[config.mk]
export PLATFORM = sky130hd
export DESIGN_NAME = axi4_lite_regfile_slave
export DESIGN_NICKNAME = d
export VERILOG_FILES = /design/src/rtl/axi4_lite_pkg.sv /design/src/rtl/axi4_lite_reg_bank.sv /design/src/rtl/axi4_lite_regfile_slave.sv
export SDC_FILE = /design/constraint.sdc
export NUM_CORES = 2
export LEC_CHECK = 0
export BUFFER_PORTS_ARGS = -buffer_cell sky130_fd_sc_hd__buf_2
export CORE_ASPECT_RATIO = 1.75
export CORE_MARGIN = 2
export CORE_UTILIZATION = 55
export DETAILED_ROUTE_END_ITERATION = 12
export PLACE_DENSITY_LB_ADDON = 0.12
export SLEW_MARGIN = 20
export SYNTH_ARGS = -nofsm -noshare
export SYNTH_HDL_FRONTEND = slang
export SYNTH_HIERARCHICAL = 1
export SYNTH_SLANG_ARGS = --single-unit
[constraint.sdc]
create_clock -name ACLK -period 4.15 [get_ports ACLK]
set_clock_uncertainty 0.2 [all_clocks]
set_input_delay 0.83 -clock ACLK [delete_from_list [all_inputs] [get_ports ACLK]]
set_output_delay 0.83 -clock ACLK [all_outputs]
set_load 0.005 [all_outputs]
[src/rtl/axi4_lite_pkg.sv]
// Shared types for the AXI4-Lite register file slave: response codes, FSM states, byte merge.
// Latency: n/a (types and a pure combinational helper).
// Backpressure: n/a.
package axi4_lite_pkg;

  typedef logic [1:0] axi_resp_t;

  localparam axi_resp_t RESP_OKAY   = 2'b00;
  localparam axi_resp_t RESP_SLVERR = 2'b10;

  typedef enum logic [1:0] {
    WR_IDLE    = 2'd0,
    WR_WAIT_W  = 2'd1,
    WR_WAIT_AW = 2'd2,
    WR_RESP    = 2'd3
  } wr_state_t;

  typedef enum logic {
    RD_IDLE = 1'b0,
    RD_DATA = 1'b1
  } rd_state_t;

  // Byte-lane merge sized for the widest legal bus (64 bits / 8 lanes);
  // narrower callers zero-extend the inputs and truncate the result.
  function automatic logic [63:0] byte_merge(input logic [63:0] old_val,
                                             input logic [63:0] new_val,
                                             input logic [7:0]  strb);
    logic [63:0] res;
    res = old_val;
    for (int i = 0; i < 8; i++) begin
      if (strb[i]) res[8*i +: 8] = new_val[8*i +: 8];
    end
    return res;
  endfunction

endpackage

[src/rtl/axi4_lite_reg_bank.sv]
// NUM_REGS x DATA_WIDTH register storage with one strobed write port and one read port.
// Latency: write lands on the clock edge with wr_en high; read is combinational from the flops.
// Backpressure: none; the port is always ready, the caller owns flow control.
// Ports: clk/rst_n (async active-low, loads RESET_VALUE), wr_en/wr_idx/wr_data/wr_strb,
//        rd_idx -> rd_data (returns 0 for an index beyond NUM_REGS).
module axi4_lite_reg_bank
  import axi4_lite_pkg::*;
#(
  parameter int DATA_WIDTH = 32,
  parameter int NUM_REGS   = 32,
  parameter int IDX_W      = 5,
  parameter logic [DATA_WIDTH-1:0] RESET_VALUE = '0
) (
  input  logic                    clk,
  input  logic                    rst_n,
  input  logic                    wr_en,
  input  logic [IDX_W-1:0]        wr_idx,
  input  logic [DATA_WIDTH-1:0]   wr_data,
  input  logic [DATA_WIDTH/8-1:0] wr_strb,
  input  logic [IDX_W-1:0]        rd_idx,
  output logic [DATA_WIDTH-1:0]   rd_data
);

  localparam logic [IDX_W:0] NUM_REGS_L = (IDX_W+1)'(NUM_REGS);

  logic [DATA_WIDTH-1:0] regs_q [NUM_REGS];
  logic [DATA_WIDTH-1:0] regs_d [NUM_REGS];

  always_comb begin
    regs_d = regs_q;
    if (wr_en && ({1'b0, wr_idx} < NUM_REGS_L)) begin
      regs_d[wr_idx] = DATA_WIDTH'(byte_merge(64'(regs_q[wr_idx]), 64'(wr_data), 8'(wr_strb)));
    end
  end

  // Reads the current flops, so a read and write to the same index on one
  // edge sees the pre-write contents.
  always_comb begin
    rd_data = '0;
    if ({1'b0, rd_idx} < NUM_REGS_L) rd_data = regs_q[rd_idx];
  end

  always_ff @(posedge clk or negedge rst_n) begin
    if (!rst_n) begin
      for (int i = 0; i < NUM_REGS; i++) regs_q[i] <= RESET_VALUE;
    end else begin
      regs_q <= regs_d;
    end
  end

endmodule

[src/rtl/axi4_lite_regfile_slave.sv]
// AXI4-Lite slave register file with WSTRB writes, independent read/write FSMs and decode errors.
// Latency: BVALID one cycle after the later AW/W handshake; RVALID one cycle after AR handshake.
// Backpressure: BREADY/RREADY may stall indefinitely; responses are held stable, no new accepts.
// Ports: ACLK, ARESETN (async active-low); AW/W/B write channels; AR/R read channels.
// Build option: define AXIL_REGFILE_SLVERR_EN to answer out-of-range accesses with SLVERR
// instead of OKAY (the access is dropped / reads 0 either way).
module axi4_lite_regfile_slave
  import axi4_lite_pkg::*;
#(
  parameter int ADDRESS    = 32,
  parameter int DATA_WIDTH = 32,
  parameter int NUM_REGS   = 32,
  parameter logic [DATA_WIDTH-1:0] RESET_VALUE = '0
) (
  input  logic                    ACLK,
  input  logic                    ARESETN,
  input  logic [ADDRESS-1:0]      S_AWADDR,
  input  logic                    S_AWVALID,
  output logic                    S_AWREADY,
  input  logic [DATA_WIDTH-1:0]   S_WDATA,
  input  logic [DATA_WIDTH/8-1:0] S_WSTRB,
  input  logic                    S_WVALID,
  output logic                    S_WREADY,
  output logic [1:0]              S_BRESP,
  output logic                    S_BVALID,
  input  logic                    S_BREADY,
  input  logic [ADDRESS-1:0]      S_ARADDR,
  input  logic                    S_ARVALID,
  output logic                    S_ARREADY,
  output logic [DATA_WIDTH-1:0]   S_RDATA,
  output logic [1:0]              S_RRESP,
  output logic                    S_RVALID,
  input  logic                    S_RREADY
);

  localparam int STRB_W   = DATA_WIDTH / 8;
  localparam int ADDR_LSB = $clog2(STRB_W);
  localparam int IDX_W    = (NUM_REGS > 1) ? $clog2(NUM_REGS) : 1;
  localparam logic [IDX_W:0] NUM_REGS_L = (IDX_W+1)'(NUM_REGS);

`ifdef AXIL_REGFILE_SLVERR_EN
  localparam axi_resp_t OOR_RESP = RESP_SLVERR;
`else
  localparam axi_resp_t OOR_RESP = RESP_OKAY;
`endif

  // Out of range when the index field points past the last register or any
  // address bit above the index field is set.
  function automatic logic addr_oor(input logic [ADDRESS-1:0] addr);
    return ({1'b0, addr[ADDR_LSB +: IDX_W]} >= NUM_REGS_L) ||
           ((addr >> (ADDR_LSB + IDX_W)) != '0);
  endfunction

  // ---------------- write path ----------------
  wr_state_t             wr_state_q, wr_state_d;
  logic [ADDRESS-1:0]    aw_addr_q, aw_addr_d;
  logic [DATA_WIDTH-1:0] w_data_q, w_data_d;
  logic [STRB_W-1:0]     w_strb_q, w_strb_d;
  logic                  awready_q, awready_d;
  logic                  wready_q, wready_d;
  logic                  bvalid_q, bvalid_d;
  axi_resp_t             bresp_q, bresp_d;

  logic                  aw_hs, w_hs, commit, cm_oor, wr_en;
  logic [ADDRESS-1:0]    cm_addr;
  logic [DATA_WIDTH-1:0] cm_data;
  logic [STRB_W-1:0]     cm_strb;

  always_comb begin
    aw_hs      = S_AWVALID && awready_q;
    w_hs       = S_WVALID && wready_q;
    wr_state_d = wr_state_q;
    aw_addr_d  = aw_addr_q;
    w_data_d   = w_data_q;
    w_strb_d   = w_strb_q;
    bresp_d    = bresp_q;
    commit     = 1'b0;
    // Commit operands come from the live bus or from whichever half was
    // captured earlier, depending on arrival order.
    cm_addr    = S_AWADDR;
    cm_data    = S_WDATA;
    cm_strb    = S_WSTRB;

    case (wr_state_q)
      WR_IDLE: begin
        if (aw_hs && w_hs) begin
          commit     = 1'b1;
          wr_state_d = WR_RESP;
        end else if (aw_hs) begin
          aw_addr_d  = S_AWADDR;
          wr_state_d = WR_WAIT_W;
        end else if (w_hs) begin
          w_data_d   = S_WDATA;
          w_strb_d   = S_WSTRB;
          wr_state_d = WR_WAIT_AW;
        end
      end
      WR_WAIT_W: begin
        cm_addr = aw_addr_q;
        if (w_hs) begin
          commit     = 1'b1;
          wr_state_d = WR_RESP;
        end
      end
      WR_WAIT_AW: begin
        cm_data = w_data_q;
        cm_strb = w_strb_q;
        if (aw_hs) begin
          commit     = 1'b1;
          wr_state_d = WR_RESP;
        end
      end
      WR_RESP: begin
        if (bvalid_q && S_BREADY) wr_state_d = WR_IDLE;
      end
      default: wr_state_d = WR_IDLE;
    endcase

    cm_oor = addr_oor(cm_addr);
    wr_en  = commit && !cm_oor;
    if (commit) bresp_d = cm_oor ? OOR_RESP : RESP_OKAY;

    // Outputs are decoded from the next state so they are pure flops; after
    // reset the idle readies come up on the first clock edge.
    awready_d = (wr_state_d == WR_IDLE) || (wr_state_d == WR_WAIT_AW);
    wready_d  = (wr_state_d == WR_IDLE) || (wr_state_d == WR_WAIT_W);
    bvalid_d  = (wr_state_d == WR_RESP);
  end

  always_ff @(posedge ACLK or negedge ARESETN) begin
    if (!ARESETN) begin
      wr_state_q <= WR_IDLE;
      aw_addr_q  <= '0;
      w_data_q   <= '0;
      w_strb_q   <= '0;
      awready_q  <= 1'b0;
      wready_q   <= 1'b0;
      bvalid_q   <= 1'b0;
      bresp_q    <= RESP_OKAY;
    end else begin
      wr_state_q <= wr_state_d;
      aw_addr_q  <= aw_addr_d;
      w_data_q   <= w_data_d;
      w_strb_q   <= w_strb_d;
      awready_q  <= awready_d;
      wready_q   <= wready_d;
      bvalid_q   <= bvalid_d;
      bresp_q    <= bresp_d;
    end
  end

  // ---------------- read path ----------------
  rd_state_t             rd_state_q, rd_state_d;
  logic                  arready_q, arready_d;
  logic                  rvalid_q, rvalid_d;
  logic [DATA_WIDTH-1:0] rdata_q, rdata_d;
  axi_resp_t             rresp_q, rresp_d;
  logic                  ar_hs, ar_oor;
  logic [DATA_WIDTH-1:0] bank_rd_data;

  always_comb begin
    ar_hs      = S_ARVALID && arready_q;
    ar_oor     = addr_oor(S_ARADDR);
    rd_state_d = rd_state_q;
    rdata_d    = rdata_q;
    rresp_d    = rresp_q;

    case (rd_state_q)
      RD_IDLE: begin
        if (ar_hs) begin
          rdata_d    = ar_oor ? '0 : bank_rd_data;
          rresp_d    = ar_oor ? OOR_RESP : RESP_OKAY;
          rd_state_d = RD_DATA;
        end
      end
      RD_DATA: begin
        if (rvalid_q && S_RREADY) rd_state_d = RD_IDLE;
      end
      default: rd_state_d = RD_IDLE;
    endcase

    arready_d = (rd_state_d == RD_IDLE);
    rvalid_d  = (rd_state_d == RD_DATA);
  end

  always_ff @(posedge ACLK or negedge ARESETN) begin
    if (!ARESETN) begin
      rd_state_q <= RD_IDLE;
      arready_q  <= 1'b0;
      rvalid_q   <= 1'b0;
      rdata_q    <= '0;
      rresp_q    <= RESP_OKAY;
    end else begin
      rd_state_q <= rd_state_d;
      arready_q  <= arready_d;
      rvalid_q   <= rvalid_d;
      rdata_q    <= rdata_d;
      rresp_q    <= rresp_d;
    end
  end

  axi4_lite_reg_bank #(
    .DATA_WIDTH  (DATA_WIDTH),
    .NUM_REGS    (NUM_REGS),
    .IDX_W       (IDX_W),
    .RESET_VALUE (RESET_VALUE)
  ) u_bank (
    .clk     (ACLK),
    .rst_n   (ARESETN),
    .wr_en   (wr_en),
    .wr_idx  (cm_addr[ADDR_LSB +: IDX_W]),
    .wr_data (cm_data),
    .wr_strb (cm_strb),
    .rd_idx  (S_ARADDR[ADDR_LSB +: IDX_W]),
    .rd_data (bank_rd_data)
  );

  assign S_AWREADY = awready_q;
  assign S_WREADY  = wready_q;
  assign S_BVALID  = bvalid_q;
  assign S_BRESP   = bresp_q;
  assign S_ARREADY = arready_q;
  assign S_RVALID  = rvalid_q;
  assign S_RDATA   = rdata_q;
  assign S_RRESP   = rresp_q;

endmodule

=== Word level (Yosys, flattened, before mapping) ===
Index checks and enable logic that the tools add are counted.

* $lt $le $gt $ge: 3
* Reductions and logical operators: 18
* Bitwise logic cells: 6
* Mux-type cells: 35
* Equal/unequal tests: 6

{| class="wikitable"
|+ Operators with widths
! operator !! count
|-
| $bwmux 1024 || 1
|-
| $bmux 32 s5 || 2
|-
| $mux 32 || 8
|-
| $demux 32 s5 || 1
|-
| $mux 8 || 8
|-
| $reduce_bool 32->1 || 2
|-
| $ge 6x6->1 const B || 2
|-
| $mux 2 || 6
|-
| $not 5->6 || 2
|-
| $eq 2x2->1 const B || 4
|-
| $logic_and 1x1->1 || 8
|-
| $pmux 2 s4 || 1
|-
| $lt 6x1->1 const B || 1
|-
| $mux 1 || 5
|-
| $eq 2x1->1 const B || 2
|-
| $logic_not 2->1 || 2
|-
| $mux 4 || 1
|-
| $not 1->1 || 4
|-
| $reduce_and 4->1 || 1
|-
| $pmux 1 s3 || 1
|-
| $reduce_and 3->1 || 1
|-
| $logic_or 1x1->1 || 2
|-
| $pmux 1 s2 || 1
|-
| $reduce_and 2->1 || 1
|-
| $logic_not 1->1 || 1
|}

* Flip-flop bits (word level): 1131
* Output and inout port bits: 41
* Bits of input ports: 107
* Logic and storage cells: 110

=== Depth between registers and ports, before layout ===
* Depth after elaboration: 9
* Gate-level depth with buffers: 15
* Mapped depth without buffers: 9

=== Cells and area by module ===
Netlist, hierarchy kept.

{| class="wikitable"
|+ By module, submodules not included
! module !! sequential area each (µm²) !! area an instance (µm²) !! cells each !! instances
|-
| axi4_lite_reg_bank || 25624.6 || 55918.6 || 3903 || 1
|-
| axi4_lite_regfile_slave || 2627.5 || 4668.2 || 386 || 1
|}

=== Worst setup path after synthesis ===
OpenSTA, ideal clock, no wires.

* Path kind: input to register
* Start point: input S_AWADDR[8]
* End point: register u_bank/regs_q[308] (netlist name)
* Setup slack: 689 ps
* Setup time: 125 ps
* Cell stages on the path: 11
* Data required time: 3825 ps
* Path buffers: 3
* Arrival time: 3137 ps
* Path through: or4_1 > nor2_1 > nand4_1 > a221oi_2 > nand2_1 > or2_1 > buf_2 > nor2_1 > buf_4 > buf_4 > mux2_2

* Cells in the longest elaborated chain, start to end: 4

{| class="wikitable"
|+ RTL lines
! item !! RTL line !! source
|-
| start, declared || axi4_lite_regfile_slave.sv:17 || <nowiki>input logic [ADDRESS-1:0] S_AWADDR,</nowiki>
|-
| $mux 32 || axi4_lite_regfile_slave.sv:84 || <nowiki>case (wr_state_q)</nowiki>
|-
| $reduce_bool 32->1 || axi4_lite_regfile_slave.sv:51 || <nowiki>((addr >> (ADDR_LSB + IDX_W)) != '0);</nowiki>
|-
| $logic_not 1->1 || axi4_lite_regfile_slave.sv:120 || <nowiki>wr_en = commit && !cm_oor;</nowiki>
|-
| $logic_and 1x1->1 || axi4_lite_regfile_slave.sv:120 ||
|-
| named net wr_en || axi4_lite_regfile_slave.sv:64 || <nowiki>logic aw_hs, w_hs, commit, cm_oor, wr_en;</nowiki>
|-
| end signal, assigned || axi4_lite_reg_bank.sv:47 || <nowiki>regs_q <= regs_d;</nowiki>
|-
| end, declared || axi4_lite_reg_bank.sv:26 || <nowiki>logic [DATA_WIDTH-1:0] regs_q [NUM_REGS];</nowiki>
|}

The timed path passes the listed nets, and every way through them passes these cells.
A chain may end at the register's enable or synchronous reset.

=== Worst setup path in the final report ===
* Start point: register wr_state_q[1]
* End point: register u_bank/regs_q[878] (netlist name)

* Cells in the longest elaborated chain, start to end: 9
* Elaborated cells on any way between the ends: 22
* Those cells by class: order compare: 2; eq/ne: 2; mux: 12; bitwise: 1; reduce/logical: 5

{| class="wikitable"
|+ RTL lines
! item !! RTL line !! source
|-
| start, declared || axi4_lite_regfile_slave.sv:55 || <nowiki>wr_state_t wr_state_q, wr_state_d;</nowiki>
|-
| start signal, assigned || axi4_lite_regfile_slave.sv:141 || <nowiki>wr_state_q <= wr_state_d;</nowiki>
|-
| $eq 2x1->1 (*) || axi4_lite_regfile_slave.sv:84 ||
|-
| $mux 32 (*) || axi4_lite_regfile_slave.sv:84 ||
|-
| named net cm_addr[6] || axi4_lite_regfile_slave.sv:65 || <nowiki>logic [ADDRESS-1:0] cm_addr;</nowiki>
|-
| $not 5->6 (not written as such) (*) || axi4_lite_reg_bank.sv:32 || <nowiki>regs_d[wr_idx] = DATA_WIDTH'(byte_merge(64'(regs_q[wr_idx]), 64'(wr_data), 8'(wr_strb)));</nowiki>
|-
| $bmux 32 s5 || axi4_lite_reg_bank.sv:32 ||
|-
| $mux 32 (not written as such) (2 in series) || axi4_lite_reg_bank.sv:32 ||
|-
| $mux 8 || axi4_lite_pkg.sv:31 || <nowiki>if (strb[i]) res[8*i +: 8] = new_val[8*i +: 8];</nowiki>
|-
| $mux 8 || axi4_lite_reg_bank.sv:31 || <nowiki>if (wr_en && ({1'b0, wr_idx} < NUM_REGS_L)) begin</nowiki>
|-
| $bwmux 1024 (*) || axi4_lite_reg_bank.sv:32 ||
|}

Mark *: on every way through the listed nets, which the timed path passes. The rest lies on a longest branch. The select of a mux whose other input is x is not followed.

==> impl_metrics.env <==
export IMPL_power_frac_comb=0.298
export IMPL_hp_start="S_RREADY"
export IMPL_vias=40600
export IMPL_finalNonFillerCells=6021
export IMPL_async_flop_share=1.00
export IMPL_drive_gt1_frac=0.486
export IMPL_place_area_sq_mm=0.0651
export IMPL_route_detailed_drc=0
export IMPL_grt_start_max_net_pins=93
export IMPL_status="finished clean"
export IMPL_ys_warnings_count=6
export IMPL_die_x_microns=255
export IMPL_startpoint_type="flip-flop"
export IMPL_slew_headroom=0.400
export IMPL_fin_nets=4573
export IMPL_vdd_drop_max_uv=379
export IMPL_syn_to_final_growth_pct=13.6
export IMPL_port_buffer_count=139
export IMPL_wl_met3_microns=12000
export IMPL_antenna_left=0
export IMPL_crit_required_ns=4.57
export IMPL_netlist_instances=4289
export IMPL_sw_frac_of_total=0.342
export IMPL_power_per_cell_area_mw_per_mm2=456
export IMPL_cp_end_kind="flip-flop"
export IMPL_dieHeight_microns=443
export IMPL_grt_pass1_vias=42700
export IMPL_hold_class="in -> reg"
export IMPL_final_cell_mix="1,129 x dfrtp_1, 1,081 x mux2_2, 430 x mux2i_1"
export IMPL_yosys_top_cells_area="dfrtp_1 47%, mux2_2 20%, mux4_2 13%"
export IMPL_finalWorstSetupSlack_ns=0.0966
export IMPL_fin_tns_setup_ns=0
export IMPL_ys_ff_latch=1129
export IMPL_rows=161
export IMPL_design_area_sq_mm=0.0688
export IMPL_first_pass_iters=5
export IMPL_pwr_share_seq=0.367
export IMPL_cts_buffer_depth=3
export IMPL_critical_path_class="reg -> reg"
export IMPL_netlist_top_cell_by_area="dfrtp_1"
export IMPL_ios=148
export IMPL_finalHoldViolations=0
export IMPL_routabilityCongestion=0.868
export IMPL_p_sw_uw=10700
export IMPL_worst_pin_slew_ns=0.900
export IMPL_coreArea_sq_mm=0.110
export IMPL_finalCritPeriodShare=0.977
export IMPL_met2_length_microns=99700
export IMPL_grt_ovfl_total=0
export IMPL_netlist_area_sq_mm=0.0606
export IMPL_ys_flop_type="dfrtp_1"
export IMPL_cts_tree="done"
export IMPL_clkLatencyLatePin_ns=0.74
export IMPL_rr_startpoint="wr_state_q[1]$_DFF_PN0_"
export IMPL_path_max_fanout=31
export IMPL_syn_mean_instance_area_sq_um=14.1
export IMPL_cts_root_buffer="clkbuf_16"
export IMPL_nFillCells=8481
export IMPL_grt_pass1_wl_microns=293000
export IMPL_dp_slack_ns=-0.00126
export IMPL_drv_slew=0
export IMPL_wl_microns=201000
export IMPL_final_common_cell="dfrtp_1"
export IMPL_rsz0062_at_grt="false"
export IMPL_drt_initial_drc_count=3256
export IMPL_grt_total_usage=0.363
export IMPL_fmax_mhz=247
export IMPL_cts_made_buffers=109
export IMPL_h_tree_depth=3
export IMPL_path_clk_slew_ns=0.07
export IMPL_die_area_sq_mm=0.113
export IMPL_netlist_area_leader_share=0.466
export IMPL_hpwl_microns=130000
export IMPL_antenna_found_initial=2
export IMPL_synth_edff_count=0
export IMPL_synth_distinct_cells=71
export IMPL_start_util=0.553
export IMPL_place_inst=5820
export IMPL_viasPerCell=6.74
export IMPL_p_leak_uw=0.0318
export IMPL_period_needed_ns=4.05
export IMPL_crit_start="wr_state_q[1]$_DFF_PN0_"
export IMPL_internal_power_uw=20700
export IMPL_ys_seq_area_frac=0.466
export IMPL_fin_hold_ws_ns=0.131
export IMPL_finalSetupViolations=0
export IMPL_drv_cap=0
export IMPL_wl_per_cell_microns=33.4
export IMPL_topRoutingLayerUsed="met5"
export IMPL_wl_met1_microns=75400
export IMPL_numClockSinks=1129
export IMPL_clkPwrFrac=0.335
export IMPL_cp_arrival_ns=4.47
-- flip-flops by register name, indices dropped and copies added (netlist names) --
signal and flops:
S_RVALID 1, u_bank/regs_q 1024, S_AWREADY 1, S_BVALID 1
S_WREADY 1, S_RDATA 32, w_strb_q 4, S_ARREADY 1
wr_state_q 2, aw_addr_q 30, w_data_q 32
-- final timing paths --
path | endpoint | slack (ns) | cells past startpoint
worst max-delay path | u_bank/regs_q[878]$_DFFE_PN0P_ | 0.1 | 10
worst min-delay path | S_RVALID$_DFF_PN0_ | 0.13 | 2
worst max register to register | u_bank/regs_q[878]$_DFFE_PN0P_ | 0.1 | 10
worst min register to register | S_RDATA[19]$_DFFE_PN0P_ | 0.28 | 2
max in group asynchronous | u_bank/regs_q[737]$_DFFE_PN0P_ | 2.15 | 3
min in group asynchronous | u_bank/regs_q[456]$_DFFE_PN0P_ | 0.50 | 2
-- synthesized netlist by cell type (23+ instances only) --
library cell,n
o22ai_1,121
buf_6,47
buf_2,206
mux2_2,1083
o31ai_1,23
dfrtp_1,1129
a22oi_1,81
mux2i_1,430
nor2_1,68
inv_1,23
o21ai_1,60
buf_4,66
clkbuf_1,83
nand2_1,182
o21a_1,32
nor4_1,36
mux4_2,355
-- cell families (layout without fill, tap and decap cells) --
group                  after synthesis  after routing  synth area share
AO/OA/AOI/OAI                      414            414            0.0497
other                                1              5         0.0000619
AND/OR/NAND/NOR                    423            423            0.0363
buffers and inverters              450            711            0.0426
multiplexers                      1872           1872             0.405
flip-flops                        1129           1129             0.466
-- layout make-up --
type                    count  area (sq um)  share of cell area
multi-input cells        2713         30100               0.437
flip-flops and latches   1129         28300               0.410
repair buffers            490          4850              0.0705
clock buffers             158          3250              0.0473
well taps                1467          1840              0.0267
clock inverters            40           459             0.00667
inverters                  23          86.3             0.00125
diodes                      1          2.50           0.0000364
-- power by group through the flow --
stage	sequential [uW]	clock [uW]	combinational (uW)
floorplan	11700	0	5560
global placement	11700	0	9170
detailed placement	11700	0	9210
CTS	11500	10600	9230
global route	11500	11000	9740
finish	11500	10500	9360
-- per-layer routing --
layer  GRT usage  vias up
met3      0.0602      595
met5           0        -
met2       0.600     1623
met1       0.446    21700
li1            -    16600
met4       0.216        4
-- worst max-delay path, cell delays in order (launching register included) --
cell	delay [ns]
dfrtp_1	0.44
and2b_2	0.41
mux2_2	0.52
buf_4	0.25
nand4b_4	0.35
buf_4	0.44
o22ai_1	0.18
nor4_2	0.42
a41oi_2	0.15
buf_4	0.26
mux2_2	0.30
-- what timing repair did --
action / in CTS / in global routing
resized for setup: 1 / 0
hold buffers: 1 / 0
hold endpoints to repair: 35 / 0
setup endpoints to repair: 23 / 0
buffers inserted: 0 / 0
-- per-stage QoR --
stage                     power [uW]  utilization
after floorplan                17200            -
after global placement         20900        0.594
after detailed placement       20900        0.594
after CTS                      31400        0.628
after global routing           32300        0.628
final                          31400        0.628
Power figures use the tool's default switching activity.
